==> config.mk <==
export PLATFORM = sky130hd
export DESIGN_NAME = div_sub_shift
export DESIGN_NICKNAME = d
export VERILOG_FILES = /design/src/rtl/div_sub_shift_pkg.sv /design/src/rtl/sign_mag.sv /design/src/rtl/div_sub_shift.sv
export SDC_FILE = /design/constraint.sdc
export NUM_CORES = 1
export LEC_CHECK = 0
export CAP_MARGIN = 10
export CORE_MARGIN = 3
export CORE_UTILIZATION = 56
export CTS_CLUSTER_DIAMETER = 40
export DETAILED_ROUTE_END_ITERATION = 16
export PLACE_DENSITY = 0.8
export REMOVE_ABC_BUFFERS = 1
export SKIP_LAST_GASP = 1
export SLEW_MARGIN = 5
export SYNTH_ARGS = -nofsm -noshare
export SYNTH_HDL_FRONTEND = slang
export SYNTH_SLANG_ARGS = --single-unit
==> constraint.sdc <==
create_clock -name clk -period 2.69 [get_ports clk]
set_input_delay 0.538 -clock clk [delete_from_list [all_inputs] [get_ports clk]]
set_output_delay 0.538 -clock clk [all_outputs]
set_load 0.005 [all_outputs]
==> src/rtl/div_sub_shift_pkg.sv <==
// rtl/div_sub_shift_pkg.sv - shared widths, iteration count and FSM encoding for the divider
package div_sub_shift_pkg;

    localparam int DIVIDEND_W = 16;
    localparam int DIVISOR_W  = 8;
    localparam int ITER       = 16;

    typedef enum logic [1:0] {
        ST_IDLE = 2'd0,
        ST_CALC = 2'd1,
        ST_FIX  = 2'd2
    } state_e;

endpackage

==> src/rtl/sign_mag.sv <==
// rtl/sign_mag.sv - conditional two's-complement negation (signed<->magnitude)
module sign_mag #(
    parameter int W = 8
) (
    input  logic [W-1:0] val_i,
    input  logic         neg_i,
    output logic [W-1:0] res_o
);

    assign res_o = neg_i ? -val_i : val_i;

endmodule

==> src/rtl/div_sub_shift.sv <==
// rtl/div_sub_shift.sv - 16/8 signed restoring divider, one subtract per clock
module div_sub_shift
    import div_sub_shift_pkg::*;
(
    input  logic                  clk,
    input  logic                  rst_n,
    input  logic                  start,
    input  logic [DIVIDEND_W-1:0] A,
    input  logic [DIVISOR_W-1:0]  B,
    output logic [DIVIDEND_W-1:0] Q,
    output logic [DIVISOR_W-1:0]  R,
    output logic                  busy,
    output logic                  done,
    output logic                  dbz,
    output logic                  ovf
);

    state_e                  state_q;
    logic [15:0]             cnt_q;
    logic [DIVIDEND_W:0]     dvd_q;
    logic [DIVISOR_W:0]      rem_q;
    logic [DIVISOR_W-1:0]    bmag_q;
    logic                    sa_q, sb_q, bzero_q, ovfc_q;
    logic [DIVIDEND_W-1:0]   q_q;
    logic [DIVISOR_W-1:0]    r_q;
    logic                    done_q, dbz_q, ovf_q;

    logic [DIVIDEND_W:0]     a_mag;
    logic [DIVISOR_W-1:0]    b_mag;
    logic [DIVIDEND_W-1:0]   q_signed;
    logic [DIVISOR_W-1:0]    r_signed;

    sign_mag #(.W(DIVIDEND_W + 1)) u_a_mag (.val_i({A[DIVIDEND_W-1], A}), .neg_i(A[DIVIDEND_W-1]), .res_o(a_mag));
    sign_mag #(.W(DIVISOR_W))      u_b_mag (.val_i(B), .neg_i(B[DIVISOR_W-1]), .res_o(b_mag));
    sign_mag #(.W(DIVIDEND_W))     u_q_out (.val_i(dvd_q[DIVIDEND_W-1:0]), .neg_i(sa_q ^ sb_q), .res_o(q_signed));
    sign_mag #(.W(DIVISOR_W))      u_r_out (.val_i(rem_q[DIVISOR_W-1:0]), .neg_i(sa_q), .res_o(r_signed));

    // Single trial subtractor; quotient bits shift into the vacated dividend LSBs.
    logic [DIVISOR_W+1:0]    shifted;
    logic [DIVISOR_W+1:0]    diff;
    logic                    take;
    logic [DIVISOR_W:0]      rem_d;
    logic [DIVIDEND_W:0]     dvd_d;

    assign shifted = {rem_q, dvd_q[DIVIDEND_W-1]};
    assign diff    = shifted - {2'b00, bmag_q};
    assign take    = shifted >= {2'b00, bmag_q};
    assign rem_d   = take ? diff[DIVISOR_W:0] : shifted[DIVISOR_W:0];
    assign dvd_d   = {dvd_q[DIVIDEND_W-1:0], take};

    logic unused_bits;
    assign unused_bits = ^{diff[DIVISOR_W+1], dvd_q[DIVIDEND_W], rem_q[DIVISOR_W]};

    always_ff @(posedge clk or negedge rst_n) begin
        if (!rst_n) begin
            state_q <= ST_IDLE;
            cnt_q   <= '0;
            dvd_q   <= '0;
            rem_q   <= '0;
            bmag_q  <= '0;
            sa_q    <= 1'b0;
            sb_q    <= 1'b0;
            bzero_q <= 1'b0;
            ovfc_q  <= 1'b0;
            q_q     <= '0;
            r_q     <= '0;
            done_q  <= 1'b0;
            dbz_q   <= 1'b0;
            ovf_q   <= 1'b0;
        end else begin
            done_q <= 1'b0;
            case (state_q)
                ST_IDLE: begin
                    if (start) begin
                        dvd_q   <= a_mag;
                        bmag_q  <= b_mag;
                        sa_q    <= A[DIVIDEND_W-1];
                        sb_q    <= B[DIVISOR_W-1];
                        bzero_q <= (B == '0);
                        ovfc_q  <= (A == 16'h8000) && (B == 8'hFF);
                        cnt_q   <= '0;
                        rem_q   <= '0;
                        state_q <= ST_CALC;
                    end
                end
                ST_CALC: begin
                    rem_q <= rem_d;
                    dvd_q <= dvd_d;
                    cnt_q <= cnt_q + 16'd1;
                    if (cnt_q == 16'(ITER - 1)) begin
                        state_q <= ST_FIX;
                    end
                end
                ST_FIX: begin
                    if (bzero_q) begin
                        q_q   <= '0;
                        r_q   <= '0;
                        dbz_q <= 1'b1;
                        ovf_q <= 1'b0;
                    end else begin
                        q_q   <= q_signed;
                        r_q   <= r_signed;
                        dbz_q <= 1'b0;
                        ovf_q <= ovfc_q;
                    end
                    done_q  <= 1'b1;
                    state_q <= ST_IDLE;
                end
                default: state_q <= ST_IDLE;
            endcase
        end
    end

    assign busy = (state_q != ST_IDLE);
    assign done = done_q;
    assign Q    = q_q;
    assign R    = r_q;
    assign dbz  = dbz_q;
    assign ovf  = ovf_q;

endmodule

# Yosys cells after proc, flatten, opt, wreduce, memory -nomap -nowiden
# Index checks and enable logic that the tools add are counted.
dict set report op_classes {
  addsub 6
  magnitude_cmp 1
  n_eq_ne 7
  n_mux 19
  bitwise_logic 1
  n_reduce_logical 8
}
# op count
set ops {}
lappend ops {{$mux 16} 5}
lappend ops {{$pmux 16 s2} 2}
lappend ops {{$neg 16->16} 2}
lappend ops {{$mux 8} 3}
lappend ops {{$mux 9} 2}
lappend ops {{$pmux 9 s2} 1}
lappend ops {{$add 16x1->16 const B} 1}
lappend ops {{$eq 16x16->1 const B} 1}
lappend ops {{$eq 16x4->1 const B} 1}
lappend ops {{$neg 8->8} 2}
lappend ops {{$ge 10x8->1} 1}
lappend ops {{$sub 9x8->9} 1}
lappend ops {{$eq 8x8->1 const B} 1}
lappend ops {{$logic_not 8->1} 1}
lappend ops {{$reduce_and 2->1} 3}
lappend ops {{$mux 2} 2}
lappend ops {{$ne 2x2->1 const B} 2}
lappend ops {{$pmux 2 s2} 1}
lappend ops {{$reduce_bool 2->1} 2}
lappend ops {{$mux 1} 3}
lappend ops {{$eq 2x1->1 const B} 1}
lappend ops {{$eq 2x2->1 const B} 1}
lappend ops {{$logic_not 2->1} 1}
lappend ops {{$logic_and 1x1->1} 1}
lappend ops {{$xor 1x1->1} 1}
dict set report word_totals {
  register_bits 82
  input_bits 27
  output_inout_bits 28
  word_cells 56
}

# Longest topological paths before layout
dict set report depth {
  ltp_word 4
  ltp_mapped 10
  ltp_nobuf 9
}

# By module
# A second synthesis with hierarchy kept.
dict set report unflattened {
  hier_cells 581
  area_unflattened_um2 5175.0
}
# mod instances cells_per_inst area_per_inst_um2 seq_area_each_um2
set modules_own_cells {}
lappend modules_own_cells {div_sub_shift 1 440 4072.7 2052.0}
lappend modules_own_cells {{sign_mag at u_q_out} 1 51 399.1 0.0}
lappend modules_own_cells {{sign_mag at u_a_mag} 1 48 360.3 0.0}
lappend modules_own_cells {{sign_mag at u_b_mag ...} 2 21 171.4 0.0}

# Worst setup path after synthesis
# Ideal clock, no wire load.
dict set report synth_timing {
  kind {register to register}
  start {register dvd_q[15]}
  end {register rem_q[1]}
  setup_time_ps 135
  arrival_time_ps 2185
  t_required_ps 2555
  path_slack_ps 369
  stages_incl_launch_ff 11
  path_buffers 1
  synth_period_minus_slack_ps 2321
  cell_sequence {dfrtp_1 > inv_1 > ha_1 > inv_1 > fa_1 > a21o_1 > a211oi_1 > o211a_1 > clkbuf_1 > mux2i_1 > o21ai_0}
}
dict set report synth_via {
  elab_chain_cells 3
  elab_cells_between_ends 4
  classes_between {add/sub: 1; order compare: 1; mux: 2}
}
# item line
set synth_rtl {}
lappend synth_rtl {{start: declaration} div_sub_shift.sv:20} ;# logic [DIVIDEND_W:0] dvd_q;
lappend synth_rtl {{start signal: assignment} div_sub_shift.sv:75} ;# dvd_q <= a_mag;
lappend synth_rtl {{start signal: assignment} div_sub_shift.sv:88} ;# dvd_q <= dvd_d;
lappend synth_rtl {{$sub 9x8->9 or $ge 10x8->1 (tied branches)} {div_sub_shift.sv:46, div_sub_shift.sv:47}}
lappend synth_rtl {{$mux 9 *} div_sub_shift.sv:48} ;# assign rem_d = take ? diff[DIVISOR_W:0] : shifted[DIVISOR_W:0];
lappend synth_rtl {{$pmux 9 s2 *} div_sub_shift.sv:72} ;# case (state_q)
lappend synth_rtl {{end signal: assignment} div_sub_shift.sv:87} ;# rem_q <= rem_d;
lappend synth_rtl {{end: declaration} div_sub_shift.sv:21} ;# logic [DIVISOR_W:0] rem_q;
# Mark *: on every way between the ends. The rest lies on a longest branch, timed or not.
# A chain may end at the register's enable or synchronous reset.

# Worst setup path in the final report
dict set report layout_timing {
  start {register dvd_q[15]}
  end {register rem_q[0]}
}
# Same word-level chain as after synthesis.

==> reports/qor.csv <==
stage,metric,value,unit
global_route,met3_usage,4.09,%
cts,cts_tree,done,
outcome,status,completed,
die,row_count,32,
synthesis,synthSimpleGateAreaFrac,18.3,%
placed_design,dpl.hpwl,7.65,mm
synthesis,async_reset_ff_share,100,%
timing,fin_setup_tns,0,ns
synthesis,synth_top_family_by_area,compound AO/OA/AOI/OAI gates,
detailed_routing,via_count,3965,
finish,drive_gt1_share,7.44,%
cts,htreeDepth,3,
timing,period_share,90.4,%
detailed_routing,drtIter0Drc,269,
global_route,gr-usage-met1,30.0,%
timing,max_slew_margin,38.5,%
setup_path,end_kind,flip-flop,
detailed_routing,viasPerCell,5.83,
timing,whs,0.203,ns
timing,worst_slew_pin_slew,0.922,ns
synthesis,synth_mux_area_share,3.02,%
flow_run,max_cap_viol_count,0,
die,dieArea,9490,um^2
global_route,grt_pass1_wl,17.6,mm
timing,drv_slew,0,
global_route,top_usage_layer,met2,
finish,finalNetCount,615,
timing,hold_viol,0,
synthesis,synth-adder-area-share,4.17,%
power_and_ir_drop,power.total,6220,uW
min_path,min_path_type,input pin to asynchronous set/reset pin,
die,io_pins,55,
power_and_ir_drop,leakage,0.00249,uW
power_and_ir_drop,irDropWorstVdd,0.000535,V
global_route,grt-ovfl-total,0,
synthesis,synthCells,517,
setup_path,critPathRequiredTime,2.93,ns
die,die_w,97.4,um
finish,final_cells,680,
synthesis,yosysWarningCount,0,
die,initial_core_util,59.0,%
setup_path,r2r_start,dvd_q[15],
placed_design,io_buffers,54,
detailed_routing,dr.pass1.iters,4,
cts,cts_hold_buf,0,
synthesis,ys_dominant_reg_cell,dfrtp_1,
synthesis,yosysUniqueCellTypes,50,
synthesis,synth_compound_area_share,18.7,%
cts,cts_resized,0,
synthesis,synth_edf_count,0,
setup_path,cp_max_fo,9,
cts,clk_pin_slew,0.09,ns
detailed_routing,ant_nets,0,
timing,setup_viol_count_final,0,
detailed_routing,routedWlPerCell,15.2,um
cts,clock_path_buffers,2,
detailed_routing,drc,0,
setup_path,critical_path_class,flip-flop to flip-flop,
timing,period_minus_slack,2.43,ns
global_route,grtUsageMet2,37.2,%
timing,max_freq,411,MHz
detailed_routing,drt_wl_total,10.3,mm
synthesis,synth_seq_cells,82,
synthesis,synth.avg_cell_area,9.05,um^2
timing,rsz0062_at_grt,false,
setup_path,critical_path_arrival,2.67,ns
power_and_ir_drop,power_density,1110,nW/um^2
die,core,7930,um^2
cts,cts_setup_buffers,0,
finish,diodes,0,
finish,area_growth,20.0,%
synthesis,synth_area,4680,um^2
cts,cts_root_buffer,clkbuf_8,
finish,fillers,596,
cts,clock_latency,0.35,ns
global_route,globalRouteTotalUtil,22.5,%
global_route,antenna_found_initial,0,
setup_path,startpoint_type,flip-flop,
global_route,grt_pass1_vias,3786,
cts,cts_made_buffers,9,
cts,clock_sinks,82,
placed_design,gp_congestion,0.851,
setup_path,crit_path_start,dvd_q[15],
synthesis,synth_xor_area_share,8.23,%
timing,fin_skew,0.0101,ns
global_route,grt_max_degree,53,
synthesis,synth_seq_area_share,43.8,%
die,fp.dieH,97.4,um
placed_design,dp.cells,664,
## kinds of logic after synthesis
| kind of cell | Yosys count |
|---|---|
| and+or+nand+nor | 177 |
| AOI/OAI and AO/OA | 138 |
| DFF | 82 |
| buffers and inverters | 47 |
| xor gates and xnor gates | 44 |
| adders and majority gates | 15 |
| muxes | 14 |
## where the power goes
part / switching [uW] / total (uW) / internal, uW
Sequential: 447 / 2100 / 1660
Clock: 457 / 1040 / 579
Combinational: 1640 / 3080 / 1440
Total: 2540 / 6220 / 3680
## area by class of cell
type	instances	area, um^2	share of cell area (%)
inverter	19	71.3	1.27
clock inverter	5	85.1	1.51
tap	102	128	2.27
sequential	82	2050	36.5
clock buffer	11	151	2.69
multi-input combinational	388	2450	43.6
timing repair buffer	73	681	12.1
## worst max-delay path, cell delays in order (launching register included)
cell	delay, ns
dfrtp_1	0.39
inv_1	0.13
ha_1	0.18
inv_1	0.05
fa_1	0.40
a21o_1	0.19
a211oi_1	0.23
o211a_1	0.36
nor3_1	0.09
a211o_1	0.31
## synth_stat cells (6+ instances only)
cell | n | area, um^2
a21oi_1 | 12 | 60.1
a22oi_1 | 10 | 75.1
and3_1 | 7 | 43.8
clkbuf_1 | 25 | 93.8
dfrtp_1 | 82 | 2050
ha_1 | 14 | 175
inv_1 | 19 | 71.3
mux2i_1 | 13 | 130
nand2_1 | 78 | 293
nand2b_1 | 10 | 62.6
nand3_1 | 18 | 90.1
nand4_1 | 7 | 43.8
nor2_1 | 21 | 78.8
nor3_1 | 6 | 30.0
nor4_1 | 6 | 37.5
o211ai_1 | 6 | 45.0
o21ai_0 | 60 | 300
o21ai_1 | 9 | 45.0
o31ai_1 | 19 | 143
or3_1 | 9 | 56.3
xnor2_1 | 7 | 61.3
xor2_1 | 37 | 324
## per-stage QoR
stage          cell area (um^2)  setup WS (ns)  util (%)
6_report                   5620          0.259      70.9
5_1_grt                    5620         0.0982      70.9
4_1_cts                    5620          0.246      70.9
3_5_place_dp               5380         0.0731      67.9
3_3_place_gp               5380         0.0675      67.9
2_1_floorplan              4570          0.317         -
## routing by layer
metal	up-vias	share of wire (%)	wire, um
met5	-	0	0
met4	0	0.89	92
met3	8	4.3	447
met2	106	49	5070
met1	1902	46	4720
li1	1949	-	-
## flip-flops by register name, summed over array words and instances (netlist names)
register  flops
Q            16
R             8
bmag_q        8
bzero_q       1
cnt_q        16
dbz           1
done          1
dvd_q        16
ovf           1
ovfc_q        1
rem_q         9
sa_q          1
sb_q          1
state_q       2
## cells in the final DEF, fill, tap and decap left out, types with 10 or more instances in the layout
cell,Yosys,routed
dfrtp_1,82,82
nand2_1,78,78
o21ai_0,60,60
clkdlybuf4s50_1,0,53
xor2_1,37,37
nor2_1,21,21
buf_4,0,20
inv_1,19,19
o31ai_1,19,19
nand3_1,18,18
ha_1,14,14
mux2i_1,13,13
a21oi_1,12,12
clkbuf_8,0,11
nand2b_1,10,10
a22oi_1,10,10
## path summary, 6_finish.rpt
kind	endpoint	slack [ns]	cells past startpoint
hold reg to reg	Q[0]	0.48	2
min in group clk	Q[0]	0.48	2
setup reg to reg	rem_q[0]	0.26	9
hold / removal	Q[4]	0.20	1
setup / recovery	rem_q[0]	0.26	9
max in group asynchronous	Q[15]	1.84	2
(Power assumes the default switching activity.)
